**src/rtl/reg_file_pkg.sv**
```systemverilog
// Shared widths and helpers for the architectural register file and its read ports.
package reg_file_pkg;
   localparam int ROB_W_DEF = 3;
   localparam int NREG_DEF  = 32;
   localparam int REG_IDX_W = 5;
   localparam int XLEN      = 32;

   // x0 is hardwired zero, so index 0 never names a real write target.
   function automatic logic is_write(input logic [REG_IDX_W-1:0] id);
      return id != '0;
   endfunction
endpackage

```
**src/rtl/reg_file_read_port.sv**
```systemverilog
// One source-operand resolver: x0, same-cycle commit bypass, ROB bypass, pending tag, or stored value.
module reg_read_port
   import reg_file_pkg::*;
#(
   parameter int ROB_W = ROB_W_DEF
) (
   input  logic [REG_IDX_W-1:0] id,
   input  logic [REG_IDX_W-1:0] set_id,
   input  logic [XLEN-1:0]      set_val,
   input  logic [ROB_W-1:0]     set_from_rob_id,
   input  logic                 busy,
   input  logic [ROB_W-1:0]     tag,
   input  logic [XLEN-1:0]      reg_val,
   input  logic                 rob_avail,
   input  logic [XLEN-1:0]      rob_val,
   output logic [XLEN-1:0]      val,
   output logic                 has_dep,
   output logic [ROB_W-1:0]     dep
);
   always_comb begin
      val     = '0;
      has_dep = 1'b0;
      dep     = '0;
      if (!is_write(id)) begin
         val = '0;
      end else if (set_id == id && busy && tag == set_from_rob_id) begin
         val = set_val;
      end else if (busy && rob_avail) begin
         val = rob_val;
      end else if (busy) begin
         has_dep = 1'b1;
         dep     = tag;
      end else begin
         val = reg_val;
      end
   end
endmodule

```
**src/rtl/reg_file.sv**
```systemverilog
// Architectural register file with rename tags; consumes ROB commits/renames and serves two operand reads.
module reg_file
   import reg_file_pkg::*;
#(
   parameter int ROB_W = ROB_W_DEF,
   parameter int NREG  = NREG_DEF
) (
   input  logic                 clk_in,
   input  logic                 rst_in,
   input  logic                 rdy_in,
   input  logic                 rob_clear,
   input  logic [REG_IDX_W-1:0] set_id,
   input  logic [XLEN-1:0]      set_val,
   input  logic [ROB_W-1:0]     set_from_rob_id,
   input  logic [REG_IDX_W-1:0] set_dep_id,
   input  logic [ROB_W-1:0]     set_dep_Q,
   input  logic [REG_IDX_W-1:0] rs1_id,
   input  logic [REG_IDX_W-1:0] rs2_id,
   output logic [ROB_W-1:0]     get_rob_id_1,
   output logic [ROB_W-1:0]     get_rob_id_2,
   input  logic                 rob_avail_1,
   input  logic                 rob_avail_2,
   input  logic [XLEN-1:0]      rob_val_1,
   input  logic [XLEN-1:0]      rob_val_2,
   output logic [XLEN-1:0]      rs1_val,
   output logic [XLEN-1:0]      rs2_val,
   output logic                 rs1_has_dep,
   output logic                 rs2_has_dep,
   output logic [ROB_W-1:0]     rs1_dep,
   output logic [ROB_W-1:0]     rs2_dep
);
   logic [XLEN-1:0]  val_q  [NREG];
   logic             busy_q [NREG];
   logic [ROB_W-1:0] tag_q  [NREG];

   // Commit clears busy only when it is the rename still outstanding; a same-cycle rename overrides it.
   always_ff @(posedge clk_in) begin
      if (rdy_in) begin
         if (rst_in) begin
            for (int i = 0; i < NREG; i++) begin
               val_q[i]  <= '0;
               busy_q[i] <= 1'b0;
               tag_q[i]  <= '0;
            end
         end else if (rob_clear) begin
            for (int i = 0; i < NREG; i++) begin
               busy_q[i] <= 1'b0;
               tag_q[i]  <= '0;
            end
         end else begin
            if (is_write(set_id)) begin
               val_q[set_id] <= set_val;
               if (tag_q[set_id] == set_from_rob_id)
                  busy_q[set_id] <= 1'b0;
            end
            if (is_write(set_dep_id)) begin
               busy_q[set_dep_id] <= 1'b1;
               tag_q[set_dep_id]  <= set_dep_Q;
            end
         end
      end
   end

   assign get_rob_id_1 = tag_q[rs1_id];
   assign get_rob_id_2 = tag_q[rs2_id];

   reg_read_port #(.ROB_W(ROB_W)) u_rd1 (
      .id              (rs1_id),
      .set_id          (set_id),
      .set_val         (set_val),
      .set_from_rob_id (set_from_rob_id),
      .busy            (busy_q[rs1_id]),
      .tag             (tag_q[rs1_id]),
      .reg_val         (val_q[rs1_id]),
      .rob_avail       (rob_avail_1),
      .rob_val         (rob_val_1),
      .val             (rs1_val),
      .has_dep         (rs1_has_dep),
      .dep             (rs1_dep)
   );

   reg_read_port #(.ROB_W(ROB_W)) u_rd2 (
      .id              (rs2_id),
      .set_id          (set_id),
      .set_val         (set_val),
      .set_from_rob_id (set_from_rob_id),
      .busy            (busy_q[rs2_id]),
      .tag             (tag_q[rs2_id]),
      .reg_val         (val_q[rs2_id]),
      .rob_avail       (rob_avail_2),
      .rob_val         (rob_val_2),
      .val             (rs2_val),
      .has_dep         (rs2_has_dep),
      .dep             (rs2_dep)
   );
endmodule

```
**config.mk**
```make
export PLATFORM = sky130hd
export DESIGN_NAME = reg_file
export DESIGN_NICKNAME = d
export VERILOG_FILES = /design/src/rtl/reg_file_pkg.sv /design/src/rtl/reg_file_read_port.sv /design/src/rtl/reg_file.sv
export SDC_FILE = /design/constraint.sdc
export NUM_CORES = 2
export LEC_CHECK = 0
export ABC_AREA = 0
export BUFFER_PORTS_ARGS = -buffer_cell sky130_fd_sc_hd__buf_4
export CORE_MARGIN = 2
export CORE_UTILIZATION = 40
export CTS_CLUSTER_SIZE = 24
export DETAILED_ROUTE_END_ITERATION = 7
export REMOVE_ABC_BUFFERS = 1
export SYNTH_ARGS = -nofsm -noshare
export SYNTH_HDL_FRONTEND = slang
export SYNTH_SLANG_ARGS = --single-unit
export TNS_END_PERCENT = 1
```
**constraint.sdc**
```tcl
create_clock -name clk_in -period 4.09 [get_ports clk_in]
set_input_delay 0.409 -clock clk_in [delete_from_list [all_inputs] [get_ports clk_in]]
set_output_delay 0.409 -clock clk_in [all_outputs]
set_load 0.02 [all_outputs]
```
==> results by group <==
Timing
  • Max Fclk: 0.244 GHz
  • Final Hold Viols: 0
  • Clock Skews: 0.0327 ns
  • Setup ws final: -0.0167 ns
  • Tcrit/Tclk final: 100%
  • Slew @ Worst Pin: 1.16 ns
  • RSZ-0062 raised after global routing: true
  • Fin crit period: 4.11 ns
  • Setup_tns: -0.0308 ns
  • Max-slew violations: 0
  • Final setup vio count: 3
  • Slew margin rel.: roughly 22%
  • Hold slack: about 0.11 ns

Placement
  • Post-DP HPWL: 133,000 um
  • GP Congestion: 0.871
  • I/O Buffers: 205
  • Placed cell areas: 0.0696 mm^2
  • Cells after DPL: between 6,000 and 7,000

Critical path
  • Worst path max stage delay: 0.55 ns
  • Maximum fanout along the worst path: 22
  • Worst R2R Setup Slack: roughly 0.92 ns
  • CP arrival: 3.70 ns
  • Startpoint Class: flip-flop
  • Nature of the critical path endpoint: primary output
  • Crit path cell chain: mux4_1, nor2_1, or4_1, nand4_1, xor2_1, nor4_4, buf_12, nor3b_1, buf_4
  • Crit path kind: flip-flop to primary output
  • Req. time, crit path: 3.68 ns
  • Delay-heaviest family, CP: simple AND/OR/NAND/NOR gates
  • WP buf/inv: 2
  • Slowest CP cell: mux4_1

Routing
  • Initial DRT Pass Iterations: 5
  • Drt initial violations: around 5,300
  • Max layer used: met5
  • Vias per cell: 6.13
  • Number of nets with antenna violations after routing: 0
  • Final WL: between 200,000 and 250,000 um
  • Vias post-DR: 41,251
  • DRC Markers: 0
  • Routed wire per std cell: 33.1 um
  • M1 wire length: 87,400 um
  • Total length of routed met3 wires: 20,600 um
  • Met2 routed WL: 107,000 um

Clock network
  • CTS tree: yes
  • Worst-path clk slew: around 0.060 ns
  • TritonCTS Buffers: 121
  • Worst-Skew Late Latency: 0.76 ns
  • Clk sink count: 1,152
  • CTS max path bufs: 3
  • Root Buffer: clkbuf_16
  • H-tree Lvls: 3

Status
  • Status: finished with violations
  • Violated checks: negative setup slack

Logic synthesis
  • Synth area leader: edfxtp_1
  • Sequential fraction of the synthesis area: 53.2%
  • Synth Warn #: 0
  • Top_reg_cell synth: edfxtp_1
  • Cell count after synthesis: around 4,400
  • Mean cell area of the mapped netlist: around 15 um^2
  • Ranking of synthesized cells by area: edfxtp_1, mux4_2, and2_1
  • Post-synth ARST share: 0%
  • Mapped Area: 0.0644 mm^2
  • #FFs+latches synth: about 1,200
  • Synth cell count leaders: edfxtp_1, and2_1, mux4_2
  • Top-count cell post-synth: edfxtp_1
  • Number of flops mapped to enable cells by yosys: 1,120
  • Synth cell types: between 50 and 60
  • Post-synth top area share: a little over half

GRT
  • Vias in the first global route: 41,022
  • First-pass GRT wire length: approximately 310,000 um
  • Initial antenna violation count: 14
  • Gr usage total: 27.1%
  • Largest net degree at the start of global routing: 73
  • Grt ovf: 0

Floorplanning
  • Ports: around 210
  • CORE AREA: between 0.15 and 0.2 mm^2
  • Initial Util: 40.2%
  • Die H: 405 um
  • Num rows: 147
  • Die Footprint: 0.164 mm^2
  • Die W: 405 um

Finish
  • Fin cells: a little under 7,000
  • Multi-input combinational cell area: roughly 0.029 mm^2
  • Final Net Count: 4,580
  • Fillers: roughly 14,000
  • Final instance area: 0.0737 mm^2
  • Register Area: 0.0343 mm^2
  • Layout cell share with drive strength beyond 1: 29.6%
  • Synthesis-to-finish area growth: 14.5%

Power and ir drop
  • Tot Pwr: 28.6 mW
  • Leakage power: roughly 24 nW
  • Peak supply drop: approximately 0.00036 V
  • Power per cell area: 388 mW/mm^2

Hold path
  • Hold crit path type: input port to flip-flop

Flow run
  • Max-cap viol count: 0
==> cells in the final DEF, fill, tap and decap left out, types with 6 or more instances in the layout <==
cell type,instances
xnor2_1,6
o21ai_4,31
nand2_1,307
and2_1,1003
clkinv_2,29
nor3_1,6
mux4_2,664
xor2_1,11
inv_1,6
a22oi_1,16
nor2_1,20
clkbuf_16,124
and3_1,88
o311ai_0,26
nor2b_1,12
conb_1,35
buf_4,340
nor3b_1,10
buf_12,59
mux4_1,12
or2_2,7
o22ai_1,36
a21oi_1,37
mux2_2,6
nor2_4,30
clkinv_1,32
nand3_1,75
mux2i_1,206
dfxtp_1,31
a21o_1,33
nand4_1,13
edfxtp_1,1120
clkbuf_1,27
==> flip-flops by register name (all words and copies together) (netlist names) <==
register and count:
val_q 1024, tag_q 96, busy_q 32
==> stage by stage <==
step	setup WS [ns]	util [%]
floorplan	-5.09	-
global placement	0.208	43.4
detailed placement	0.200	43.4
CTS	-0.0455	46.0
global route	-0.126	46.0
finish	-0.0167	46.0
==> cell families after synthesis <==
logic type	count (synthesis)	share of synthesized area [%]
simple gates	1611	14.2
flops	1152	53.2
mux	892	27.1
buf+inv	488	3.17
compound gates	200	2.07
xor+xnor	19	0.258
other cells	1	0.00582
==> what timing repair did <==
item,4_1_cts,5_1_grt
gates resized for setup,17,8
gates cloned,3,0
pin swaps,5,2
setup buffers,9,1
hold endpoints to repair,1,0
endpoints found under the setup margin,65,67
hold buffers,2,0
==> worst paths after layout <==
check                             startpoint                 end  cells past startpoint
setup / recovery   tag_q[5][0]$_SDFFCE_PN0P_          rs2_dep[1]                      9
hold / removal                 set_dep_id[0]   busy_q[4]$_DFF_P_                      3
setup reg to reg  tag_q[31][0]$_SDFFCE_PN0P_  busy_q[20]$_DFF_P_                     10
hold reg to reg            busy_q[0]$_DFF_P_   busy_q[0]$_DFF_P_                      1
==> per-layer routing <==
| metal | vias to the layer above | GRT usage, % |
|---|---|---|
| met4 | 4 | 9.16 |
| met2 | 2232 | 44.0 |
| li1 | 16957 | - |
| met3 | 366 | 4.81 |
| met1 | 21692 | 36.9 |
| met5 | - | 0 |
==> where the power goes <==
group          leakage [nW]  switching [mW]  internal (mW)
logic                  13.0            2.21           1.74
registers              9.52           0.340           13.6
clock network          1.86            4.83           5.91
total                  24.3            7.38           21.2
==> cell type report <==
class	instances	area share, %
clock buffers	154	4.40
well taps	2160	3.67
multi-input cells	2757	39.2
inverters	7	0.0356
repair buffers	413	5.42
clock inverters	76	0.732
flip-flops and latches	1152	46.5
diodes	5	0.0170
==> worst reg2reg max path: stages, from the launching register on <==
cell and delay [ns]:
edfxtp_1 0.48, buf_4 0.18, buf_4 0.13, mux4_2 0.47
a22oi_1 0.20, nand4_1 0.13, xor2_1 0.17, or4_1 0.49
buf_4 0.25, o311ai_0 0.45, nand2_1 0.11
(Power assumes the default switching activity.)
